<file path="src/rtl/cpu_dma_req_sched.sv">
// Round-robin scheduler sharing one DMA channel between peripheral requesters.
// Grants one requester at a time, then pulses its clear and holds it off.
module cpu_dma_req_sched #(
  parameter int NUM_REQ = 4,
  parameter int SEL_W   = 2,
  parameter int HOLDOFF = 2,
  parameter int TIMEOUT = 1023
) (
  input  logic               i_clk,
  input  logic               i_rst,
  input  logic [NUM_REQ-1:0] i_sreq,
  input  logic [NUM_REQ-1:0] i_breq,
  input  logic [NUM_REQ-1:0] i_req_en,
  output logic [NUM_REQ-1:0] o_dmaclr,
  output logic               o_dma_req,
  output logic [SEL_W-1:0]   o_dma_sel,
  output logic               o_dma_burst,
  input  logic               i_dma_ack,
  input  logic               i_dma_done,
  output logic               o_busy,
  output logic               o_timeout,
  input  logic               i_timeout_clr
);

  typedef enum logic [1:0] {
    IDLE,
    REQ,
    XFER,
    CLR
  } state_t;

  state_t state;
  state_t state_nx;

  logic [SEL_W-1:0]   ptr;
  logic [SEL_W-1:0]   sel;
  logic [SEL_W-1:0]   grant;
  logic               burst;
  logic               found;
  logic [NUM_REQ-1:0] elig;
  logic [NUM_REQ-1:0] mask;
  logic [NUM_REQ-1:0] sel_oh;
  logic [3:0]         hcnt;
  logic [15:0]        tcnt;
  logic               tmo_hit;
  logic               tmo_set;

  logic [NUM_REQ-1:0] clr_nx;
  logic               req_nx;
  logic               busy_nx;

  assign elig    = (i_sreq | i_breq) & i_req_en & ~mask;
  assign sel_oh  = NUM_REQ'(1) << sel;
  assign tmo_hit = (state == XFER) && (tcnt == 16'(TIMEOUT));
  assign tmo_set = (state == XFER) && !i_dma_done
                && (tcnt == 16'(TIMEOUT - 1));

  // Search starts one past the last grant and wraps.
  always_comb begin
    int idx;
    idx   = 0;
    found = 1'b0;
    grant = ptr;
    for (int k = 1; k <= NUM_REQ; k++) begin
      idx = (int'(ptr) + k) % NUM_REQ;
      if (!found && elig[SEL_W'(idx)]) begin
        found = 1'b1;
        grant = SEL_W'(idx);
      end
    end
  end

  always_comb begin
    state_nx = state;
    unique case (state)
      IDLE: if (found) state_nx = REQ;
      REQ: begin
        if (i_dma_ack)
          state_nx = i_dma_done ? CLR : XFER;
      end
      XFER: begin
        if (i_dma_done || tmo_hit)
          state_nx = CLR;
      end
      CLR:     state_nx = IDLE;
      default: state_nx = IDLE;
    endcase
  end

  always_comb begin
    clr_nx  = '0;
    req_nx  = 1'b0;
    busy_nx = 1'b1;
    unique case (1'b1)
      (state_nx == IDLE): busy_nx = 1'b0;
      (state_nx == REQ):  req_nx  = 1'b1;
      (state_nx == CLR):  clr_nx  = sel_oh;
      default:            busy_nx = 1'b1;
    endcase
  end

  always_ff @(posedge i_clk) begin
    if (i_rst) begin
      state     <= IDLE;
      ptr       <= SEL_W'(NUM_REQ - 1);
      sel       <= '0;
      burst     <= 1'b0;
      mask      <= '0;
      hcnt      <= '0;
      tcnt      <= '0;
      o_dmaclr  <= '0;
      o_dma_req <= 1'b0;
      o_busy    <= 1'b0;
      o_timeout <= 1'b0;
    end else begin
      state     <= state_nx;
      o_dmaclr  <= clr_nx;
      o_dma_req <= req_nx;
      o_busy    <= busy_nx;
      if (state == IDLE && found) begin
        sel   <= grant;
        ptr   <= grant;
        burst <= i_breq[grant];
      end
      tcnt <= (state == XFER) ? tcnt + 16'd1 : '0;
      // Only the most recently served requester is held off.
      if (state == CLR) begin
        hcnt <= 4'(HOLDOFF);
        mask <= sel_oh;
      end else if (hcnt != '0) begin
        hcnt <= hcnt - 4'd1;
        if (hcnt == 4'd1)
          mask <= '0;
      end
      if (tmo_set)
        o_timeout <= 1'b1;
      else if (i_timeout_clr)
        o_timeout <= 1'b0;
    end
  end

  assign o_dma_sel   = sel;
  assign o_dma_burst = burst;

endmodule

</file>
<file path="config.mk">
export PLATFORM = sky130hd
export DESIGN_NAME = cpu_dma_req_sched
export DESIGN_NICKNAME = d
export VERILOG_FILES = /design/src/rtl/cpu_dma_req_sched.sv
export SDC_FILE = /design/constraint.sdc
export NUM_CORES = 1
export LEC_CHECK = 0
export ABC_AREA = 1
export CAP_MARGIN = 0
export CORE_ASPECT_RATIO = 1.1
export CORE_MARGIN = 4
export CORE_UTILIZATION = 28
export DETAILED_ROUTE_END_ITERATION = 12
export PLACE_DENSITY = 0.47
export SLEW_MARGIN = 25
export SYNTH_ARGS = -nofsm -noshare
export SYNTH_HDL_FRONTEND = slang
export SYNTH_SLANG_ARGS = --single-unit
</file>
<file path="constraint.sdc">
create_clock -name i_clk -period 2.8 [get_ports i_clk]
set_input_delay 0.56 -clock i_clk [delete_from_list [all_inputs] [get_ports i_clk]]
set_output_delay 0.56 -clock i_clk [all_outputs]
set_load 0.01 [all_outputs]
</file>
Word level (Yosys, flattened, before mapping)
Cells that the tools add are included.
W data, S select, Z words.
{ "totals": {"ff_bits": 38, "inputBits": 17, "out_inout_bits": 10, "elab_cells": 96} }
{ "op_classes": {"addsub": 6, "n_lt_le_gt_ge": 5, "eq_ne": 8, "n_shift": 1, "n_mux": 36, "bitwise": 6, "n_reduce_logical": 22} }
{ "ops": {"columns": ["operator", "n"], "rows": [
  ["$eq A16 B10 Y1 const B", 2],
  ["$mux W1", 18],
  ["$mux W2", 9],
  ["$add A16 B1 Y16 const B", 1],
  ["$lt A2 B4 Y1 const B", 4],
  ["$mux W4", 3],
  ["$bmux W1 S2", 5],
  ["$and A4 B4 Y4", 2],
  ["$pmux W2 S4", 1],
  ["$logic_and A1 B1 Y1", 7],
  ["$eq A2 B2 Y1 const B", 3],
  ["$reduce_bool A2 Y1", 3],
  ["$reduce_or A2 Y1", 3],
  ["$add A2 B1 Y2 const B", 2],
  ["$add A2 B2 Y2 const B", 2],
  ["$eq A2 B1 Y1 const B", 2],
  ["$eq A4 B1 Y1 const B", 1],
  ["$logic_not A1 Y1", 4],
  ["$logic_not A2 Y1", 2],
  ["$not A4 Y4", 1],
  ["$or A4 B4 Y4", 1],
  ["$reduce_bool A4 Y1", 1],
  ["$shl A1 B2 Y4 const A", 1],
  ["$sub A4 B1 Y4 const B", 1],
  ["other kinds (4)", 5]
]} }

Depth between registers and ports, before layout
{ "logic_depth": {"depth_word": 21, "depth_mapped": 15, "ltp_nobuf": 15} }

Least setup slack after synthesis
OpenSTA, ideal clock, no wires.
{ "synth_path": {"path_kind": "input to register", "start": "input i_breq[2]", "end": "register burst, in the netlist o_dma_burst", "setup_ps": 109, "arrival_ps": 1604, "t_required_ps": 2691, "setup_slack_ps": 1087, "cell_stages": 12, "path_buffers": 0, "path_cell_list": "inv_1 nand2_1 nand3_1 nand2_1 nand2_1 nand2_2 o31ai_4 inv_2 nor2_1 nor2_1 nand2_1 inv_1"} }
{ "synth_via": {"elab_chain_cells": 18, "word_cells_on_any_way": 32, "classes_between": "22 x mux; 3 x bitwise; 7 x reduce/logical"} }
{ "synth_lines": {"columns": ["element", "line", "rtl"], "rows": [
  ["start: declaration", "12", "input logic [NUM_REQ-1:0] i_breq,"],
  ["$or A4 B4 Y4", "52", "assign elig = (i_sreq | i_breq) & i_req_en & ~mask;"],
  ["$and A4 B4 Y4 (2 in series)", "52", null],
  ["$bmux W1 S2", "66", "if (!found && elig[SEL_W'(idx)]) begin"],
  ["$mux W1 (not written as such) (2 in series)", "66", null],
  ["$mux W1", "66", null],
  ["$logic_not A1 Y1", "66", null],
  ["$logic_and A1 B1 Y1", "66", null],
  ["$mux W1", "66", null],
  ["$logic_not A1 Y1", "66", null],
  ["$logic_and A1 B1 Y1", "66", null],
  ["$mux W1", "66", null],
  ["$logic_not A1 Y1", "66", null],
  ["$logic_and A1 B1 Y1", "66", null],
  ["$mux W2", "66", null],
  ["$bmux W1 S2", "123", "burst <= i_breq[grant];"],
  ["$mux W1 (not written as such)", "123", null],
  ["end signal: assignment", "123", null],
  ["end: declaration", "38", "logic burst;"]
]} }
Parallel ways exist; a longest one is shown, timed or not. The select of a mux whose other input is x is not followed.
A chain may end at the register's enable or synchronous reset.

Worst setup path after layout
{ "layout_path": {"start": "input i_breq[2]", "end": "register o_dmaclr[0]"} }
{ "layout_via": {"elab_chain_cells": 21, "word_cells_on_any_way": 30, "classes_between": "1 x eq/ne; 18 x mux; 4 x bitwise; 7 x reduce/logical"} }
{ "layout_lines": {"columns": ["element", "line", "rtl"], "rows": [
  ["$or A4 B4 Y4 *", "52", null],
  ["$and A4 B4 Y4 * (2 in series)", "52", null],
  ["$bmux W1 S2", "66", null],
  ["$mux W1 (not written as such) (2 in series)", "66", null],
  ["$mux W1", "66", null],
  ["$logic_not A1 Y1", "66", null],
  ["$logic_and A1 B1 Y1", "66", null],
  ["$mux W1", "66", null],
  ["(+3 left out)", null, null],
  ["$logic_not A1 Y1", "66", null],
  ["$logic_and A1 B1 Y1", "66", null],
  ["$mux W1 *", "66", null],
  ["$mux W2 *", "76", "IDLE: if (found) state_nx = REQ;"],
  ["$pmux W2 S4 *", "75", "unique case (state)"],
  ["$eq A2 B2 Y1 *", "97", "(state_nx == CLR): clr_nx = sel_oh;"],
  ["$not A1 Y1 (no line) *", null, null],
  ["$reduce_or A2 Y1 (no line) *", null, null],
  ["end signal: assignment", "117", "o_dmaclr <= clr_nx;"],
  ["end: declaration", "14", "output logic [NUM_REQ-1:0] o_dmaclr,"]
]} }
Mark *: on every way between the ends. The rest lies on a longest branch, timed or not. The select of a mux whose other input is x is not followed.

==> flow_summary_export.csv <==
group,metric,value,unit
status,status,"finished clean",
worst_setup_path,critPathLaunchType,"input port",
synth,synth_cells,285,
sta,fin_worst_skew,11.57,ps
place,io_buffer_count,26,
synth,synth_top_area_share,39.05,%
place,globalplace.congestion,0.7920,
pwr,vdd_ir_drop_max,0.2724,mV
sta,tns,0,ps
worst_setup_path,critPathArrivalTime,2270,ps
clock_network,clk_path_buf_depth,2,
sta,tightest_slew,558.1,ps
synth,synth.distinct_cells,33,
synth,synth_nets,304,
layout,area_delta_synth_final,24.47,%
sta,hold_violations,0,
clock_network,tritoncts,"done",
clock_network,cts-root-buf,"clkbuf_8",
clock_network,cts_setup_buffers,0,
synth,yosysSeqAreaShare,39.05,%
synth,synth_top_area_cell,"dfxtp_1",
die,die_area,8358,µm²
global_route,grt_use_total,11.10,%
global_route,grt_first_pass_wirelength,7.217,mm
drt,wl_per_cell,10.84,µm
clock_network,numCtsBuffers,5,
drt,drc,0,
drt,via_per_inst,4.497,
clock_network,clock_tree.htree_level_count,2,
worst_hold_path,holdPathStages,2,
drt,drt_iter0_drc,78,
place,dpl.hpwl,3.292,mm
sta,drv_slew,0,
synth,avgSynthCellArea,6.836,µm²
sta,max_freq,477.4,MHz
place,pre_cts_ws,366.9,ps
sta,post-route-period-util,74.81,%
sta,timing.final.ws_setup,705.2,ps
layout,antenna_cells,0,
drt,vias,1790,
worst_setup_path,crit_path_end_kind,"flop",
worst_setup_path,worstPathMaxFanout,5,
clock_network,cts.hold.buffers_added,0,
synth,synth-seq-cells,38,
drt,ant_nets,0,
worst_setup_path,worstReg2RegEnd,"o_dmaclr[0]$_SDFF_PP0_",
sta,rsz0062_at_grt,"no",
pwr,powerDensity,878.1,nW/µm²
die,start_util,29.20,%
pwr,leakagePower,0.9961,nW
clock_network,insertion_delay,300,ps
sta,whs,464.1,ps
synth,netlist_top_cells_area,"dfxtp_1, nand2_1, nand3_1, inv_1, nor2_1",
die,core_area,6671,µm²
die,rows,31,
worst_setup_path,ff2ff_setup_slack,790,ps
synth,synth_warnings,0,
worst_hold_path,hold_path.class,"flop to flop",
global_route,grt_remaining_overflow,0,
worst_setup_path,r2r-start,"ptr[0]$_SDFFE_PP1P_",
layout,drive_above_1_share,8.544,%
global_route,antenna_found_initial,0,
sta,setup_viol,0,
layout,layout.nets,334,
die,die_w,87.53,µm
worst_setup_path,critPathCapture,"o_dmaclr[0]$_SDFF_PP0_",
worst_setup_path,path_class,"input port to flop",
worst_setup_path,crit_required,2980,ps
drt,routed_wl,4.316,mm
worst_setup_path,crit_path_start,"i_breq[2]",
sta,slew-limit-headroom,62.70,%
die,pin_count,27,
synth,synthesis.area,1948,µm²
clock_network,cts_resized,0,
job,max_cap_violations,0,
die,fp.dieH,95.49,µm
global_route,grt_max_degree,17,
worst_hold_path,min-delay-start,"o_timeout$_SDFFE_PP0P_",
worst_setup_path,ff2ff_path_depth,9,
clock_network,clk_pin_slew,80,ps
sta,min_period,2095,ps
global_route,grt_pass1_vias,1587,
drt,first_pass_iters,4,
clock_network,clock-sinks,38,
==> Yosys cell counts <==
library cell	instances
inv_2	2
a21oi_1	19
nand3_2	3
inv_4	1
clkbuf_1	1
o21ai_1	1
o21ai_0	3
nor3_1	11
dfxtp_1	38
inv_1	40
a211oi_1	1
o31ai_4	1
xor2_2	1
buf_2	1
xor2_1	1
nor2_2	3
nand3_1	32
or2_2	2
and3_1	1
nand2_1	75
nor3b_1	2
xnor2_1	2
nand4_1	1
nand2_4	1
nand2_2	2
xnor2_2	1
a31oi_1	2
o211ai_1	2
buf_6	2
nor4_1	2
nor2_1	28
ha_1	2
nor3_2	1
==> worst max-delay path: stages <==
cell             delay [ps]
clkdlybuf4s50_1         460
inv_1                    70
nand2_1                  60
nand3_1                 110
nand2_1                 100
nand2_1                 100
nand2_2                 110
o31ai_4                 350
nand2_1                 120
nand2_1                 160
nor3_1                   60
==> layout make-up <==
type                    count  area, µm²
repair buffers             27      267.8
flip-flops and latches     38      760.7
well taps                  82      102.6
fillers                   731       4247
clock buffers               5      68.82
inverters                  43      163.9
clock inverters             3      68.82
multi-input cells         200      992.2
==> cell usage in the layout, fill, tap and decap left out, types with 2 or more instances in the layout <==
cell and instances:
nand3_2 3, nor3b_1 2, xnor2_1 2, nor2_2 3, nor2_1 28, clkbuf_8 5
nand2_1 75, nand2_2 2, a31oi_1 2, dfxtp_1 38, o21ai_0 3, nand3_1 32
inv_2 2, ha_1 2, o211ai_1 2, bufinv_16 2, nor3_1 11, or2_2 2
nor4_1 2, clkdlybuf4s50_1 26, a21oi_1 19, inv_1 40
==> state kept, by name, summed over array words and instances (netlist names) <==
register,flops
hcnt,4
o_busy,1
mask,4
o_dma_burst,1
o_dma_sel,2
state,2
o_dmaclr,4
tcnt,16
o_timeout,1
o_dma_req,1
ptr,2
==> logic make-up (layout without fill, tap and decap cells) <==
logic type / after synthesis / after routing / synth area share [%]
buffers and inverters: 47 / 78 / 10.02
adder cells (fa/ha/maj): 2 / 2 / 1.284
AND/OR/NAND/NOR: 164 / 164 / 37.83
AO/OA/AOI/OAI: 29 / 29 / 8.798
flip-flops: 38 / 38 / 39.05
XOR/XNOR: 5 / 5 / 3.019
==> how the worst min path moves through the flow <==
| stage | to |
|---|---|
| floorplan | tcnt[0]$_SDFF_PP0_ |
| global placement | tcnt[0]$_SDFF_PP0_ |
| detailed placement | mask[0]$_SDFFE_PP0P_ |
| CTS | mask[0]$_SDFFE_PP0P_ |
| global route | mask[0]$_SDFFE_PP0P_ |
| finish | o_timeout$_SDFFE_PP0P_ |
==> per-stage QoR <==
stage | instances | area, µm² | power (W) | utilization [%]
6_report | 398 | 2425 | 0.002129 | 36.35
5_1_grt | 398 | 2425 | 0.002308 | 36.35
4_1_cts | 398 | 2425 | 0.002158 | 36.35
3_5_place_dp | 390 | 2287 | 0.001585 | 34.28
3_3_place_gp | 390 | 2287 | 0.001595 | 34.28
2_1_floorplan | 285 | 1948 | 0.001369 | -
==> power breakdown <==
group	internal, W	total (W)	switching, W
clock	0.000357	0.000568	0.000211
combinational	0.000335	0.000844	0.000509
sequential	0.000619	0.000717	0.0000979
==> routing by layer <==
metal	part of all wire (%)	global-route usage [%]
met5	0	0
met4	1.3	4.220
met3	6.1	2.679
met2	45	18.59
met1	48	13.65
No activity file was read; power rests on OpenSTA's default activity.
